**src/rtl/seg_pkg.sv**
```systemverilog
// seg_pkg: shared sizes and scan state type for the seven-segment scan controller
package seg_pkg;
  localparam int N_DIGITS = 8;
  localparam int DIGIT_W  = 4;
  localparam int SEL_W    = 3;
  typedef enum logic [1:0] {OFF, SHOW, GUARD} scan_state_e;
endpackage

```
**src/rtl/seg_dwell_timer.sv**
```systemverilog
// seg_dwell_timer: loadable up/down counter with clear and terminal-count flag
// Ports: i_clk/i_rst_n clock and sync active-low reset; i_clr zeroes the count;
// i_load/i_load_val preset; i_cnt_en/i_dn step direction; o_done = (count == i_term).
module seg_dwell_timer #(
  parameter int W = 8
) (
  input  logic         i_clk,
  input  logic         i_rst_n,
  input  logic         i_clr,
  input  logic         i_load,
  input  logic [W-1:0] i_load_val,
  input  logic         i_cnt_en,
  input  logic         i_dn,
  input  logic [W-1:0] i_term,
  output logic         o_done
);
  logic [W-1:0] r_cnt;
  assign o_done = r_cnt == i_term;
  always_ff @(posedge i_clk)
    if (!i_rst_n || i_clr) r_cnt <= '0;
    else if (i_load) r_cnt <= i_load_val;
    else if (i_cnt_en) r_cnt <= i_dn ? r_cnt - 1'b1 : r_cnt + 1'b1;
endmodule

```
**src/rtl/seg_scan_ctrl.sv**
```systemverilog
// seg_scan_ctrl: time-multiplexed 8-digit scan with guard blanking and per-digit enable
// Ports: i_clk/i_rst_n clock and sync active-low reset; i_en scan enable;
// i_wr_en/i_wr_addr/i_wr_data digit register write; i_digit_en per-digit enable;
// o_num/o_sel decoder value and select; o_blank anode-off request; o_frame_tick frame start pulse.
module seg_scan_ctrl
  import seg_pkg::*;
#(
  parameter int DWELL = 50000,
  parameter int GUARD = 500
) (
  input  logic               i_clk,
  input  logic               i_rst_n,
  input  logic               i_en,
  input  logic               i_wr_en,
  input  logic [SEL_W-1:0]   i_wr_addr,
  input  logic [DIGIT_W-1:0] i_wr_data,
  input  logic [N_DIGITS-1:0] i_digit_en,
  output logic [DIGIT_W-1:0] o_num,
  output logic [SEL_W-1:0]   o_sel,
  output logic               o_blank,
  output logic               o_frame_tick
);
  localparam int TW = $clog2((DWELL > GUARD ? DWELL : GUARD) + 1);
  localparam logic [TW-1:0] D_TERM = TW'(DWELL - 1);
  localparam logic [TW-1:0] G_TERM = TW'((GUARD > 0 ? GUARD : 1) - 1);
  scan_state_e r_state;
  logic [SEL_W-1:0] r_sel;
  logic r_frame_tick;
  logic [DIGIT_W-1:0] r_digit [N_DIGITS];
  logic w_tdone, w_done, w_clr, w_last;
  logic [TW-1:0] w_term;
  assign w_term  = r_state == seg_pkg::GUARD ? G_TERM : D_TERM;
  assign w_done  = w_tdone && r_state != OFF;
  // timer restarts on every state or digit change, and stays parked at 0 while off
  assign w_clr   = !i_en || r_state == OFF || w_done;
  assign w_last  = r_sel == SEL_W'(N_DIGITS - 1);
  seg_dwell_timer #(.W(TW)) u_timer (
    .i_clk(i_clk),
    .i_rst_n(i_rst_n),
    .i_clr(w_clr),
    .i_load(1'b0),
    .i_load_val('0),
    .i_cnt_en(1'b1),
    .i_dn(1'b0),
    .i_term(w_term),
    .o_done(w_tdone)
  );
  always_ff @(posedge i_clk)
    if (!i_rst_n) begin
      r_state      <= OFF;
      r_sel        <= '0;
      r_frame_tick <= 1'b0;
    end else if (!i_en) begin
      r_state      <= OFF;
      r_sel        <= '0;
      r_frame_tick <= 1'b0;
    end else begin
      r_frame_tick <= 1'b0;
      case (r_state)
        OFF: begin
          r_state      <= SHOW;
          r_sel        <= '0;
          r_frame_tick <= 1'b1;
        end
        SHOW:
          if (w_done) begin
            if (GUARD == 0) begin
              r_sel        <= r_sel + 1'b1;
              r_frame_tick <= w_last;
            end else r_state <= seg_pkg::GUARD;
          end
        seg_pkg::GUARD:
          if (w_done) begin
            r_state      <= SHOW;
            r_sel        <= r_sel + 1'b1;
            r_frame_tick <= w_last;
          end
        default: r_state <= OFF;
      endcase
    end
  always_ff @(posedge i_clk)
    if (!i_rst_n) for (int k = 0; k < N_DIGITS; k++) r_digit[k] <= '0;
    else if (i_wr_en) r_digit[i_wr_addr] <= i_wr_data;
  assign o_num        = r_digit[r_sel];
  assign o_sel        = r_sel;
  assign o_blank      = r_state != SHOW || !i_digit_en[r_sel];
  assign o_frame_tick = r_frame_tick;
endmodule

```
**config.mk**
```make
export PLATFORM = sky130hd
export DESIGN_NAME = seg_scan_ctrl
export DESIGN_NICKNAME = d
export VERILOG_FILES = /design/src/rtl/seg_pkg.sv /design/src/rtl/seg_dwell_timer.sv /design/src/rtl/seg_scan_ctrl.sv
export SDC_FILE = /design/constraint.sdc
export NUM_CORES = 1
export LEC_CHECK = 0
export ABC_AREA = 1
export CAP_MARGIN = 20
export CORE_MARGIN = 2
export CORE_UTILIZATION = 55
export CTS_CLUSTER_SIZE = 14
export DETAILED_ROUTE_END_ITERATION = 12
export PLACE_DENSITY = 0.78
export SETUP_SLACK_MARGIN = 0.3
export SLEW_MARGIN = 25
export SYNTH_ARGS = -nofsm -noshare
export SYNTH_HDL_FRONTEND = slang
export SYNTH_SLANG_ARGS = --single-unit
```
**constraint.sdc**
```tcl
create_clock -name i_clk -period 4.2 [get_ports i_clk]
set_input_delay 1.05 -clock i_clk [delete_from_list [all_inputs] [get_ports i_clk]]
set_output_delay 1.05 -clock i_clk [all_outputs]
set_load 0.01 [all_outputs]
```
==> reports/metrics.csv <==
stage,metric,value,unit
synth,post-synth design cell area,0.00275,mm²
critical_path,critical path launch point type,primary input,
global_route,global-route wire length before repair,9300,µm
synth,Seq cells post-synth,57,
cells_and_area,Final nets,374,
sta,period utilization,82.7,%
drt,Vias,2208,
synth,Post-synth EDFFs,32,
synth,Mapped Cells,320,
critical_path,worst endpoint data arrival time,2420,ps
place,Final HPWL DP,4120,µm
cells_and_area,most frequent cells in the layout,"nor2_1 (92), nand2_1 (40), inv_1 (33)",
critical_path,required time of the worst setup path,3150,ps
global_route,initial antenna violation count,0,
die,Initial Util,57.4,%
global_route,total gr overflow,0,
place,# port buffers,27,
cells_and_area,share of layout cells above drive strength 1,10.1,%
critical_path,crit-path max FO,1,
synth,Yosys top cell area share,35.0,%
critical_path,Critical Path Slowest Stage Cell,clkdlybuf4s50_1,
sta,Setup TNS,0,ps
synth,count of cell types in the netlist,32,
clock_network,Num CTS Buffers,9,
clock_network,root buf cell,clkbuf_8,
clock_network,CTS tree,done,
sta,worst-margin pin slew,529,ps
cells_and_area,Filler Cell Count,388,
critical_path,critical path endpoint category,output pin,
sta,RSZ-0062 raised after global routing,false,
synth,part of the Yosys area used for sequential elements,53.2,%
cells_and_area,area delta synth->final,17.4,%
die,Core Area,0.00479,mm²
die,Chip Height,74.7,µm
clock_network,cts hold-fix bufs,0,
clock_network,post-cts sizing count,0,
critical_path,Top delay family on crit path,buffers and inverters,
drt,DRC viols,0,
sta,Fin. Hold Viols,0,
cells_and_area,fin util,67.5,%
sta,Pins Over Slew Limit,0,
power_and_ir_drop,Pwr Total,1.11,mW
die,Die ar.,0.00558,mm²
cells_and_area,"most common cell after layout, fill and taps aside",nor2_1,
clock_network,clk sinks,57,
sta,Slew HR,64.7,%
global_route,largest net degree at the start of global routing,18,
cells_and_area,Antenna Cells,0,
sta,Worst Skew,2.57,ps
critical_path,CP cell instances,clkdlybuf4s50_1 > nor2_1 > o32ai_1 > o211ai_1 > clkdlybuf4s50_1,
critical_path,crit path kind,primary input to output pin,
synth,Async SR Flop Fraction,0,%
place,RePlAce Congestion,0.832,
synth,ys flop type,edfxtp_1,
die,site row count,25,
power_and_ir_drop,power density over the cells,345,mW/mm²
global_route,GR Util All Layers,22.3,%
clock_network,post-CTS setup buffers,0,
drt,DRT iter0 DRCs,210,
sta,setup violators final,0,
place,dpl ws,732,ps
critical_path,CP bufs+invs,2,
clock_network,H-tree levels,3,
synth,Syn Nets,342,
power_and_ir_drop,maximum VDD drop,0.000182,V
critical_path,Worst path most repeated cell,clkdlybuf4s50_1,
drt,"antenna viol nets, final",0,
cells_and_area,post-layout instance area,0.00323,mm²
synth,"Avg Cell Area, Syn",8.59,µm²
sta,f_max,288,MHz
place,dpl cells,408,
sta,final hold slack,468,ps
sta,Final min period,3470,ps
clock_network,"CTS clk-pin slew, worst paths",60,ps
cells_and_area,footprint of the multi-input gates,0.00112,mm²
synth,synth warn,0,
drt,via/cell ratio,5.21,
global_route,number of global-route vias before repair,2030,
critical_path,largest stage delay on the critical path,490,ps
cells_and_area,Non-Filler Instances,424,
cells_and_area,FF/Latch Area,0.00146,mm²
power_and_ir_drop,static leakage,1.17,nW
place,Placement Cell Area,0.00307,mm²
sta,worst setup margin,728,ps
synth,synth top area cells,"edfxtp_1 (35%), dfxtp_1 (18%), nor2_1 (13%)",
hold_path,Worst Hold Class,register to register,
drt,First-pass DRT Iterations,5,
die,die width,74.7,µm
status,status,completed,
drt,drt wl/cell,13.4,µm
die,# IOs,28,
synth,cell accounting for the most synthesized area,edfxtp_1,
clock_network,clk_lat worst skew,330,ps
drt,final wirelength,5680,µm
job,Max Cap Viol,0,
clock_network,Clock Tree Buf Depth,2,
cell usage after synthesis, types with 5 or more instances:
cell type and count:
a21oi_1 5, nand2_2 6, edfxtp_1 32, nand2_1 40, dfxtp_1 25, o21ai_0 22, nand3_1 7, nor2_1 92
nand4_1 5, inv_1 33, a31oi_1 5, nor3_1 5
per-layer routing:
layer	track usage, %	wire [µm]	up-vias
li1	-	-	1117
met1	29.4	2590	1019
met2	36.7	2770	63
met3	4.15	254	9
met5	0	0	-
met4	8.93	73	0
worst reg2reg max path: cells and delay by family (launching register included):
kind / cells / cell delay [ps]
and+or+nand+nor: 7 / 920
DFF: 1 / 370
adders and majority gates: 1 / 240
state kept, by name (all words and copies together) (netlist names), named ones only:
register,count
r_state,2
o_frame_tick,1
r_digit,32
u_timer.r_cnt,16
o_sel,3
final cells by class:
class / instances / area share, %
flip-flops and latches: 57 / 45.3
multi-input cells: 222 / 34.7
inverters: 35 / 4.07
well taps: 67 / 2.60
clock buffers: 11 / 4.38
repair buffers: 27 / 8.37
clock inverters: 5 / 0.659
report_power, final:
part	switching, mW	internal [mW]	total (mW)	leakage, nW
Sequential	0.00772	0.610	0.618	0.508
Clock	0.207	0.222	0.429	0.0856
Combinational	0.0367	0.0295	0.0662	0.578
cells by family (layout without fill, tap and decap cells):
group | Yosys count | in the layout | share of synthesized area (%)
buffers and inverters | 41 | 78 | 6.14
XOR/XNOR | 5 | 5 | 1.59
multiplexers | 1 | 1 | 0.364
flip-flops | 57 | 57 | 53.2
AO/OA/AOI/OAI | 42 | 42 | 8.69
adder cells (fa/ha/maj) | 3 | 3 | 1.37
AND/OR/NAND/NOR | 171 | 171 | 28.7
final timing paths:
check	from	to	slack [ps]	cells after the start
setup reg to reg	u_timer.r_cnt[0]	o_sel[0]	2570	8
hold / removal	u_timer.r_cnt[0]	u_timer.r_cnt[0]	470	1
hold reg to reg	u_timer.r_cnt[0]	u_timer.r_cnt[0]	470	1
setup / recovery	i_digit_en[0]	o_blank	730	5
No activity file was read; power rests on OpenSTA's default activity.
==> RTL edit 1: new RTL, same settings <==
Add an input register stage for `i_en`, `i_wr_en`, `i_wr_addr`, `i_wr_data` and `i_digit_en`, without a reset; this delays them by one clock.
--- a/src/rtl/seg_scan_ctrl.sv
+++ b/src/rtl/seg_scan_ctrl.sv
@@ -24,4 +24,19 @@
   localparam logic [TW-1:0] D_TERM = TW'(DWELL - 1);
   localparam logic [TW-1:0] G_TERM = TW'((GUARD > 0 ? GUARD : 1) - 1);
+
+  logic i_en_q;
+  logic i_wr_en_q;
+  logic [SEL_W-1:0] i_wr_addr_q;
+  logic [DIGIT_W-1:0] i_wr_data_q;
+  logic [N_DIGITS-1:0] i_digit_en_q;
+
+  always_ff @(posedge i_clk) begin
+      i_en_q       <= i_en;
+      i_wr_en_q    <= i_wr_en;
+      i_wr_addr_q  <= i_wr_addr;
+      i_wr_data_q  <= i_wr_data;
+      i_digit_en_q <= i_digit_en;
+  end
+
   scan_state_e r_state;
   logic [SEL_W-1:0] r_sel;
@@ -33,5 +48,5 @@
   assign w_done  = w_tdone && r_state != OFF;
   // timer restarts on every state or digit change, and stays parked at 0 while off
-  assign w_clr   = !i_en || r_state == OFF || w_done;
+  assign w_clr   = !i_en_q || r_state == OFF || w_done;
   assign w_last  = r_sel == SEL_W'(N_DIGITS - 1);
   seg_dwell_timer #(.W(TW)) u_timer (
@@ -51,5 +66,5 @@
       r_sel        <= '0;
       r_frame_tick <= 1'b0;
-    end else if (!i_en) begin
+    end else if (!i_en_q) begin
       r_state      <= OFF;
       r_sel        <= '0;
@@ -81,8 +96,8 @@
   always_ff @(posedge i_clk)
     if (!i_rst_n) for (int k = 0; k < N_DIGITS; k++) r_digit[k] <= '0;
-    else if (i_wr_en) r_digit[i_wr_addr] <= i_wr_data;
+    else if (i_wr_en_q) r_digit[i_wr_addr_q] <= i_wr_data_q;
   assign o_num        = r_digit[r_sel];
   assign o_sel        = r_sel;
-  assign o_blank      = r_state != SHOW || !i_digit_en[r_sel];
+  assign o_blank      = r_state != SHOW || !i_digit_en_q[r_sel];
   assign o_frame_tick = r_frame_tick;
 endmodule
Check against the original RTL: not equivalent (Yosys sat finds a counterexample within 4 cycles, from zero or initial values).
==> RTL edit 1 against the unedited design <==
  * Final area is 11% higher
  * Final cell count up 4.5%
  * Sequential cell count up 17
  * Setup slack better by 220 ps
  * Total power is 21% higher
  * Area after synthesis grew 11%
  * Critical path depth increased by 1
  * Routed wire length increased by 2.0%
  * Combinational power down 13%
  * Count of clock-buffer cells in the layout is 2 higher
  * Clock skew up 6.0 ps
  * Utilization decreased by 1.6 points
  * Die area rose by 11%
  * Critical endpoint is now o_num[3]
  * Largest cell class unchanged
  * Largest power group unchanged
  * Highest routed layer unchanged
==> RTL edit 1: results (changes against the unedited design) <==
logic_synthesis:
  synth_mux_area_share_pct: 0.327  # was 0.364%
  yosysSeqAreaShare_pct: 58.8  # was 53.2%
  synth_area_leaders: "edfxtp_1, dfxtp_1, nor2_1"  # unchanged
  syn_avg_cell_area_um2: 9.17  # was 8.59 µm²
  yosys_most_used_dff: "dfxtp_1"  # was edfxtp_1
  synth-compound-area-share_pct: 7.76  # was 8.69%
  synth_xor_area_share_pct: 1.14  # was 1.59%
  synthAdderAreaFrac_pct: 1.22  # was 1.37%
  post_synth_num_cell_types: 34  # was 32
  syn_nets: 356  # was 342
  synthTopCellsByCount: "nor2_1, nand2_1, dfxtp_1"  # was nor2_1, nand2_1, inv_1
detailed_routing:
  viasPerCell: 5.21  # about the same
  met3_length_um: 358  # was 254 µm
  met1_length_um: 2480  # was 2590 µm
  drt_iter0_drc: 179  # was 210
  wl_um: 5790  # was 5680 µm
  route.met2.wl_um: 2860  # was 2770 µm
layout:
  multi_input_area_um2: 1120  # about the same
  seqCellArea_um2: 1800  # was 1460 µm²
  fin_nets: 388  # was 374
  inverters: 30  # was 35
  seq_cells: 74  # was 57
  antennaDiodeCount: 0  # unchanged
  multi_input_cells: 224  # was 222
  fin_cells: 443  # was 424
  layout.nonclk_buf_share_pct: 7.54  # was 8.37%
  drive_gt1_share_pct: 9.43  # was 10.1%
  clock_buffers: 13  # was 11
  fin_util_pct: 65.9  # was 67.5%
  clock_area_share_pct: 5.34  # was 5.04%
  seq_share_pct: 50.3  # was 45.3%
grt:
  met1_usage_pct: 26.8  # was 29.4%
  grt_pass1_wl_um: 9620  # was 9300 µm
  grt_pass1_vias: 2137  # was 2030
  grt_usage_pct: 20.3  # was 22.3%
  use_met3_pct: 3.33  # was 4.15%
  grt_antenna_before_repair: 0  # unchanged
  grtUsageMet2_pct: 33.3  # was 36.7%
cts:
  path_clk_slew_ps: 80  # was 60 ps
  tritoncts: "done"  # unchanged
sta:
  tightest_slew_ps: 463  # was 529 ps
  hold_slack_ps: 477  # was 468 ps
  clock_skew_ps: 8.55  # was 2.57 ps
  relSlewSlack_pct: 69.1  # was 64.7%
worst_setup_path:
  crit_fanout: 17  # was 1
  r2r_start: "u_timer.r_cnt[0]"  # unchanged
pwr:
  power.leakage_nw: 1.38  # was 1.17 nW
  ir_drop_mv: 0.226  # was 0.182 mV
status:
  status: "finished, final reports clean"  # unchanged
place:
  place_area_um2: 3390  # was 3070 µm²
  hpwl_um: 4320  # was 4120 µm
  place_congestion: 0.848  # was 0.832
  dp.cells: 427  # was 408
  post-place-ws_ps: 1310  # was 732 ps
==> RTL edit 1: changes by cell type after synthesis, moves of 2 or more <==
cell     change
a21oi_1      +5
a21oi_2      -2
dfxtp_1     +17
inv_1        -7
inv_2        +2
nand2_1      +7
nand2_2      -4
==> RTL edit 1: where the power goes <==
part | internal (mW) | switching [mW]
clock | 0.270 | 0.244
sequential | 0.770 | 0.00745
combinational | 0.0255 | 0.0322
total | 1.07 | 0.284
==> RTL edit 1: how the worst max path moves through the flow <==
stage          endpoint  slack (ps)  cells after the start
6_report       o_num[3]         950                      6
3_5_place_dp   o_num[2]        1310                      6
5_1_grt        o_num[2]         690                      6
4_1_cts        o_num[2]         950                      6
2_1_floorplan  o_num[1]        1950                      7
3_3_place_gp   o_num[3]        1360                      6
==> RTL edit 1: worst max-delay path, stage by stage (launching register included) <==
cell	delay, ps
dfxtp_1	610
inv_1	300
o21ai_0	230
o22ai_1	100
nor2_1	100
a31oi_1	50
clkdlybuf4s50_1	480
==> RTL edit 2: new RTL, config.mk and constraints unchanged <==
Made on the original files. `DWELL`: 50000 -> 25000.
--- a/src/rtl/seg_scan_ctrl.sv
+++ b/src/rtl/seg_scan_ctrl.sv
@@ -6,5 +6,5 @@
   import seg_pkg::*;
 #(
-  parameter int DWELL = 50000,
+  parameter int DWELL = 25000,
   parameter int GUARD = 500
 ) (
Function: same outputs for any inputs over 10 cycles, from zero or initial values; that may be too few to reach the edited logic, so the function may still have changed.
==> RTL edit 2 against the unedited design <==
  * Combinational power rose by 0.6%
  * Sequential cell count down 1
  * Die area decreased by 2.4%
  * Global-route usage fell by 0.50 points
  * Routed wire length fell by 4.1%
  * Clock power fell by 26%
  * Final area down 3.7%
  * Area after synthesis down 2.6%
  * Non-clock buffer count grew 1
  * Utilization shrank 1.6 points
  * Setup slack lost 18 ps
  * Total power down 11%
  * Critical path type unchanged
  * Largest power group unchanged
==> RTL edit 2: results (changes against the unedited design) <==
cts:
  cts_resized: 0  # unchanged
  cts_max_level: 2  # was 3
  path_clk_slew_ps: 90  # was 60 ps
  clock_path_buffers: 2  # unchanged
  numCtsBuffers: 5  # was 9
sta:
  hold_slack_ps: 458  # was 468 ps
  fmax_ghz: 0.287  # was 0.288 GHz
  tightest_slew_ps: 527  # was 529 ps
logic_synthesis:
  syn_avg_cell_area_um2: 8.61  # was 8.59 µm²
  synth_xor_area_share_pct: 1.31  # was 1.59%
  yosysSeqAreaShare_pct: 53.8  # was 53.2%
  synthAdderAreaFrac_pct: 1.40  # was 1.37%
  yosys_warnings: 0  # unchanged
  synth_area_leaders: "edfxtp_1, dfxtp_1, nor2_1"  # unchanged
  synthTopCellsByCount: "nor2_1, nand2_1, edfxtp_1"  # was nor2_1, nand2_1, inv_1
  synth-compound-area-share_pct: 8.50  # was 8.69%
  syn_nets: 333  # was 342
place:
  place_area_um2: 3010  # was 3070 µm²
  hpwl_um: 4080  # was 4120 µm
  place_congestion: 0.820  # was 0.832
  dp.cells: 400  # was 408
detailed_routing:
  viasPerCell: 5.27  # was 5.21
  drt_iter0_drc: 157  # was 210
  wl_um: 5450  # was 5680 µm
  dr.pass1.iters: 4  # was 5
worst_setup_path:
  r2r-end: "u_timer.r_cnt[12]"  # was o_sel[0]
  max_stage_delay_ps: 560  # was 490 ps
  regToRegSetupSlack_ps: 2510  # was 2570 ps
  cp-startpoint: "i_digit_en[2]"  # was i_digit_en[0]
  reg2reg_depth: 9  # was 8
pwr:
  p_int_mw: 0.783  # was 0.861 mW
  power.leakage_nw: 1.15  # was 1.17 nW
layout:
  drive_gt1_share_pct: 8.21  # was 10.1%
  antennaDiodeCount: 0  # unchanged
  fin_nets: 362  # was 374
  fin_cells: 408  # was 424
grt:
  grt_pass1_vias: 1980  # was 2030
  grt_usage_pct: 21.8  # was 22.3%
  grt_pass1_wl_um: 9040  # was 9300 µm
  grt_max_degree: 18  # unchanged
status:
  status: "finished, final reports clean"  # unchanged
-- RTL edit 2: changes by cell type after synthesis, moves of 3 or more --
cell     delta
nand2_1    +11
o21ai_0     -8
inv_1       -7
o32ai_1     +7
a31oi_1     -5
nor2_1      -5
nand3_1     +3
o22ai_1     -3
-- RTL edit 2: power by group through the flow --
stage               sequential, mW  clock (mW)  combinational [mW]
floorplan                    0.616           0              0.0322
global placement             0.619           0              0.0651
detailed placement           0.619           0              0.0664
CTS                          0.607       0.325              0.0666
global route                 0.609       0.342              0.0726
finish                       0.607       0.319              0.0666
-- RTL edit 2: final cells by class --
cell class / count / area, µm²
clock buffer: 7 / 97.6
clock inverter: 1 / 5.00
fill: 401 / 1620
inverter: 29 / 109
multi-input combinational: 220 / 1090
sequential: 56 / 1440
tap: 67 / 83.8
timing repair buffer: 28 / 278
-- RTL edit 2: metal layers --
metal,vias up,GRT usage [%],wire length [µm]
li1,1087,-,-
met3,6,4.25,240
met5,-,0,0
met4,0,5.25,63
met1,1005,29.1,2410
met2,51,36.6,2730
